**config.mk**
```make
export PLATFORM = sky130hd
export DESIGN_NAME = uart_tx_block
export DESIGN_NICKNAME = d
export VERILOG_FILES = /design/src/rtl/uart_tx_block.sv
export SDC_FILE = /design/constraint.sdc
export NUM_CORES = 1
export LEC_CHECK = 0
export BUFFER_PORTS_ARGS = -buffer_cell sky130_fd_sc_hd__buf_4
export CAP_MARGIN = 5
export CORE_MARGIN = 5
export CORE_UTILIZATION = 45
export DETAILED_ROUTE_END_ITERATION = 10
export PLACE_DENSITY = 0.73
export SKIP_LAST_GASP = 1
export SLEW_MARGIN = 20
export SYNTH_ARGS = -nofsm -noshare
export SYNTH_HDL_FRONTEND = slang
export SYNTH_SLANG_ARGS = --single-unit
```
**constraint.sdc**
```tcl
create_clock -name clk -period 1.8 [get_ports clk]
set_clock_uncertainty 0.1 [all_clocks]
set_input_delay 0 -clock clk [delete_from_list [all_inputs] [get_ports clk]]
set_output_delay 0 -clock clk [all_outputs]
set_load 0.01 [all_outputs]
```
**src/rtl/uart_tx_block.sv**
```systemverilog
`default_nettype none
// ---------------------------------------------------------------------------
// uart_tx_block : UART transmitter, 1 start / 5-8 data (LSB first) / 1 stop,
//                 with a one-entry holding buffer for back-to-back frames.
// Revision      : 1.0
// ---------------------------------------------------------------------------
module uart_tx_block #(
    parameter int BP_WIDTH = 14,
    parameter int MAX_DATA = 8
) (
    input  logic                clk,
    input  logic                rst,
    input  logic [MAX_DATA-1:0] tx_data,
    input  logic                tx_valid,
    output logic                tx_ready,
    input  logic [3:0]          data_size,
    input  logic [BP_WIDTH-1:0] bit_period,
    output logic                serial_out,
    output logic                tx_busy,
    output logic                tx_done
);

    typedef enum logic [1:0] {IDLE, START, DATA, STOP} state_t;

    state_t                state, state_d;
    logic [MAX_DATA-1:0]   shift_q, shift_d;
    logic [MAX_DATA-1:0]   hold_q, hold_d;
    logic                  hold_full, hold_full_d;
    logic [BP_WIDTH-1:0]   cyc_q, cyc_d;
    logic [3:0]            bit_q, bit_d;
    logic [BP_WIDTH-1:0]   per_q, per_d;
    logic [3:0]            size_q, size_d;
    logic                  serial_q, serial_d;

    logic                  accept;
    logic                  bit_end;
    logic                  load;
    logic [MAX_DATA-1:0]   load_word;
    logic [BP_WIDTH-1:0]   eff_period;
    logic [3:0]            eff_size;

    assign eff_period = (bit_period == '0) ? BP_WIDTH'(1) : bit_period;
    assign eff_size   = (data_size < 4'd5 || data_size > 4'(MAX_DATA)) ? 4'(MAX_DATA) : data_size;
    assign accept     = tx_valid && !hold_full;
    assign bit_end    = (cyc_q == per_q);

    always_comb begin
        state_d     = state;
        shift_d     = shift_q;
        hold_d      = hold_q;
        hold_full_d = hold_full;
        cyc_d       = cyc_q;
        bit_d       = bit_q;
        per_d       = per_q;
        size_d      = size_q;
        load        = 1'b0;
        load_word   = tx_data;

        if (state == IDLE) begin
            // A word parked in the buffer (accepted in the final STOP cycle) goes first.
            if (hold_full) begin
                load        = 1'b1;
                load_word   = hold_q;
                hold_full_d = 1'b0;
            end else if (accept) begin
                load      = 1'b1;
                load_word = tx_data;
            end
        end else begin
            if (accept) begin
                hold_d      = tx_data;
                hold_full_d = 1'b1;
            end
            cyc_d = bit_end ? BP_WIDTH'(1) : cyc_q + BP_WIDTH'(1);
            case (state)
                START: begin
                    if (bit_end) begin
                        state_d = DATA;
                        bit_d   = 4'd0;
                    end
                end
                DATA: begin
                    if (bit_end) begin
                        shift_d = shift_q >> 1;
                        if (bit_q == size_q - 4'd1) begin
                            state_d = STOP;
                        end else begin
                            bit_d = bit_q + 4'd1;
                        end
                    end
                end
                STOP: begin
                    if (bit_end) begin
                        if (hold_full) begin
                            load        = 1'b1;
                            load_word   = hold_q;
                            hold_full_d = 1'b0;
                        end else begin
                            state_d = IDLE;
                        end
                    end
                end
                default: state_d = IDLE;
            endcase
        end

        if (load) begin
            shift_d = load_word;
            per_d   = eff_period;
            size_d  = eff_size;
            cyc_d   = BP_WIDTH'(1);
            bit_d   = 4'd0;
            state_d = START;
        end

        // The line register follows the state being entered so it lines up with it.
        case (state_d)
            START:   serial_d = 1'b0;
            DATA:    serial_d = shift_d[0];
            default: serial_d = 1'b1;
        endcase
    end

    always_ff @(posedge clk or posedge rst) begin
        if (rst) begin
            state     <= IDLE;
            shift_q   <= '0;
            hold_q    <= '0;
            hold_full <= 1'b0;
            cyc_q     <= '0;
            bit_q     <= '0;
            per_q     <= BP_WIDTH'(1);
            size_q    <= 4'(MAX_DATA);
            serial_q  <= 1'b1;
        end else begin
            state     <= state_d;
            shift_q   <= shift_d;
            hold_q    <= hold_d;
            hold_full <= hold_full_d;
            cyc_q     <= cyc_d;
            bit_q     <= bit_d;
            per_q     <= per_d;
            size_q    <= size_d;
            serial_q  <= serial_d;
        end
    end

    assign serial_out = serial_q;
    assign tx_ready   = !hold_full;
    assign tx_busy    = (state != IDLE);
    assign tx_done    = (state == STOP) && bit_end;

endmodule
`default_nettype wire
```
# Yosys cells after proc, flatten, opt, wreduce, memory -nomap -nowiden
# Index checks and enable logic that the tools add are counted.
# classes
n_addsub,3
magnitude_cmp,2
n_eq_ne,11
muxes,39
bitwise_logic,1
reduce_logical,13
# ops
op,count
$mux 8,8
$mux 14,4
$mux 4,6
$add 14x1->14 const B,1
$eq 14x14->1,1
$logic_not 14->1,1
$mux 2,7
$mux 1,11
$ne 3x3->1 const B,3
$pmux 4 s2,1
$eq 2x2->1 const B,3
$pmux 2 s3,1
$reduce_bool 2->1,3
$reduce_and 5->1,1
$add 4x1->4 const B,1
$eq 2x1->1 const B,2
$eq 4x4->1,1
$gt 4x4->1 const B,1
$lt 4x3->1 const B,1
$sub 4x1->4 const B,1
$reduce_and 3->1,1
$reduce_bool 3->1,1
$logic_and 1x1->1,2
$logic_not 2->1,1
6 further kinds,6
# word_totals
regBits,56
out_inout_bits,4
word_cells,79

# Longest topological paths before layout
# logic_depth
ltp_word,9
ltp_mapped,9
ltp_nobuf,8

# Worst setup path after synthesis
# No wires, ideal clock.
# synth_timing
kind,register to register
startpoint,register cyc_q[0]
endpoint,register bit_q[3]
setup_ps,82
arrival_time_ps,1728
slack_ps,-110
path_stages_with_launch,9
path_buffers,2
synth_period_minus_slack_ps,1910
path_cell_list,dfrtp_1 -> xor2_1 -> nor4_2 -> and4_1 -> buf_6 -> nand2b_1 -> buf_6 -> o21ba_1 -> a31oi_1
# synth_via
elab_chain_len,6
word_cells_on_any_way,11
classes_between,eq/ne: 5; mux: 4; reduce/logical: 2
# synth_lines
element,line,source
start: declaration,29,"logic [BP_WIDTH-1:0] cyc_q, cyc_d;"
start signal: assignment,140,cyc_q <= cyc_d;
$eq 14x14->1 *,45,assign bit_end = (cyc_q == per_q);
$mux 1,93,if (bit_end) begin
$mux 1,75,case (state)
$mux 1,59,if (state == IDLE) begin
$ne 3x3->1 (no source line) (tied with other cells),--,
$reduce_and 5->1 (no source line),--,
end signal: assignment,141,bit_q <= bit_d;
end: declaration,30,"logic [3:0] bit_q, bit_d;"
# Mark *: on every way between the ends. The rest lies on a longest branch, timed or not.
# A chain may end at the register's enable or synchronous reset.

# Worst setup path after layout
# layout_timing
startpoint,register cyc_q[0]
endpoint,register cyc_q[7]
# layout_via
elab_chain_len,5
word_cells_on_any_way,9
classes_between,add/sub: 1; eq/ne: 2; mux: 6
# layout_lines
element
branches (longest 5 deep; another with $add 14x1->14)
# Parallel ways; which one is timed is not known. The select of a mux whose other input is x is not followed.

==> metrics.yaml <==
violations: "negative setup slack"
rows: 30
finalSetupViolations: 49
grt_pass1_wl_um: 13740
start_util_pct: 45.81
place_congestion: 0.8775
antenna_left: 0
die_area_um2: 8594
drcViolationCount: 0
cp_num_cells: 9
hold_class: "input port to flop"
rr_endpoint: "cyc_q[7]"
area_delta_synth_final_pct: 48.54
cts.sinks: 56
setup.worst_path.start_class: "flop"
worst-path-buf-inv: 3
layout-drive-gt1-share_pct: 36.38
ir_drop_uv: 627.5
grt_overflow: 0
mostFrequentLayoutCell: "buf_4"
htree_levels: 2
crit_family: "simple AND/OR/NAND/NOR gates"
root_buffer: "clkbuf_8"
syn_area_per_cell_um2: 9.299
io-pin-count: 33
path_clk_slew_ns: 0.11
dp_cells: 470
syn-num-nets: 363
regToRegSetupSlack_ns: -0.34
wl_per_cell_um: 17.07
num-fill-cells: 458
maxCapViolCount: 0
cp_slowest_stage_delay_ns: 0.46
crit_path_end: "cyc_q[7]"
ys.warnings.count: 0
finalMaxSlewViolations: 0
viasPerCell: 5.611
powerDensity_nw_per_um2: 1352
portBuffers: 32
top_usage_layer: "met2"
synth-edff-count: 0
dpl.hpwl_um: 5227
max_freq_mhz: 466.6
slowest_stage: "dfrtp_1"
synth_area_um2: 3078
gr-usage-met1_pct: 27.16
critPathLaunch: "cyc_q[0]"
arrival_ns: 2.25
timing.final.ws_setup_ns: -0.3432
crit_chain: "xor2_2 > nor4_4 > and4_4 > buf_6 > buf_6 > nor2_4 > nor2_4 > buf_6 > nor2_1"
fin_setup_tns_ns: -13.56
status: "finished, violations left"
finalPower_mw: 6.182
ys_async_sr_fraction_pct: 100.0
cpMostUsedCell: "buf_6"
p_leak_nw: 2.075
cts_buffer_depth: 2
diodes: 0
final_nets: 468
end_kind: "flop"
layout_common_cells: "67 x buf_4, 52 x dfrtp_1, 46 x nand2_1, 28 x dlygate4sd3_1"
synth_top_flop_cell: "dfrtp_1"
max-slew-margin-rel_pct: 69.44
critPathRequiredTime_ns: 1.91
die_h_um: 92.71
grt_antenna_before_repair: 0
max_slew.worst_pin.slew_ns: 0.4549
first_global_vias: 2871
firstDrtPassIters: 4
synth_seq_area_share_pct: 45.65
fin_area_um2: 4572
gr-usage-met3_pct: 3.574
criticalPathCategory: "flop to flop"
grt_util_met2_pct: 31.12
critPathMaxFanout: 6
yosys_register_bits: 56
fin_crit_ns: 2.143
grtUsageTotal_pct: 19.66
route.vias.total: 2901
die_w_um: 92.71
placed_area_um2: 3740
netlist-cell-type-count: 45
r2r-start: "cyc_q[0]"
grt_max_degree: 57
drt-total-wl_um: 8824
timing_hold_violations_final: 0
rsz0062_at_grt: "true"
final_cells: 517
clock_latency_ns: 0.32
synthCells: 331
core_area_um2: 6719
first_iter_violations: 205
r2r_cells: 9
cts_made_buffers: 5
cts_tree: "built"
min_period_over_period_pct: 119.1
worst reg2reg max path: stages, from the launching register on:
cell	delay, ns
dfrtp_1	0.46
xor2_2	0.22
nor4_4	0.34
and4_4	0.31
buf_6	0.13
buf_6	0.10
nor2_4	0.04
nor2_4	0.11
buf_6	0.16
nor2_1	0.07
how the worst min path moves through the flow:
stage | endpoint | cells after the start | slack [ns] | start
floorplan | per_q[10] | 2 | 0.01 | bit_period[10]
global placement | per_q[11] | 3 | -0.02 | rst
detailed placement | per_q[13] | 3 | -0.005 | rst
CTS | size_q[2] | 4 | 0.01 | data_size[2]
global route | size_q[2] | 4 | 0.06 | data_size[2]
finish | size_q[2] | 4 | 0.01 | data_size[2]
synthesized netlist by cell type, drive strengths merged, types with 2 or more instances:
cell type  instances  area share [%]
nand2             65             7.9
dfrtp             53              43
nor2              30             3.7
nand3             23             3.7
xor2              22             6.3
buf               12             2.5
xnor2             11             3.1
inv                8            0.98
o21a               8             2.0
o21ai              8             1.3
a22oi              7             1.7
mux2               7             2.6
mux2i              7             2.3
o2111ai            7             2.0
nor4               6             1.8
a21oi              5             1.2
clkbuf             5            0.61
a21o               4            0.98
and3               4            0.81
nand2b             4            0.81
nand4              4            0.81
nor3               4            0.65
a31oi              3            0.61
and4               3            0.85
dfstp              3             2.6
ha                 3             1.2
nor2b              2            0.41
nor3b              2            0.49
power breakdown:
group          switching [mW]  internal, mW
Combinational            1.55          1.57
Sequential              0.447          1.76
Clock                   0.438         0.413
area by class of cell:
type | count | area [um2] | area share (%)
clock buffer | 5 | 68.82 | 1.505
clock inverter | 3 | 42.54 | 0.9305
inverter | 8 | 30.03 | 0.6568
multi-input combinational | 250 | 1817 | 39.74
sequential | 56 | 1406 | 30.76
tap | 80 | 100.1 | 2.189
timing repair buffer | 115 | 1107 | 24.22
registers in the layout (all words and copies together) (netlist names):
name        cells
bit_q           4
per_q          14
serial_out      1
cyc_q          14
shift_q         8
hold_full       1
size_q          4
state           2
hold_q          8
stage by stage:
step,worst slack [ns],utilization [%],hold slack [ns]
floorplan,-0.06706,-,0.009615
global placement,-0.2243,55.66,-0.01571
detailed placement,-0.2839,55.66,-0.004721
CTS,-0.2716,64.19,0.01054
global route,-0.4300,68.04,0.06205
finish,-0.3432,68.04,0.01318
per-layer routing:
layer  vias up  routed length [um]
li1       1355                   -
met2       147                4377
met3        23                 607
met1      1376                3600
met4         0                 240
met5         -                   0
logic make-up (layout without fill, tap and decap cells):
kind of cell               Yosys count  after routing  synth area share (%)
AOI/OAI and AO/OA                   51             51                 12.40
xor gates and xnor gates            33             33                 9.390
adders and majority gates            3              3                 1.220
buffers and inverters               25            131                 4.065
DFF                                 56             56                 45.65
muxes                               14             14                 4.838
and+or+nand+nor                    149            149                 22.44
what timing repair did:
item                                   in CTS  in global routing
hold buffers                               28                  0
setup endpoints to repair                  48                 49
setup buffers                               5                  3
endpoints found under the hold margin      90                  0
resized for setup                          27                 55
cloned                                      2                  2
pin swaps                                  11                 32
Note: power is estimated with default switching activity, not from simulation.
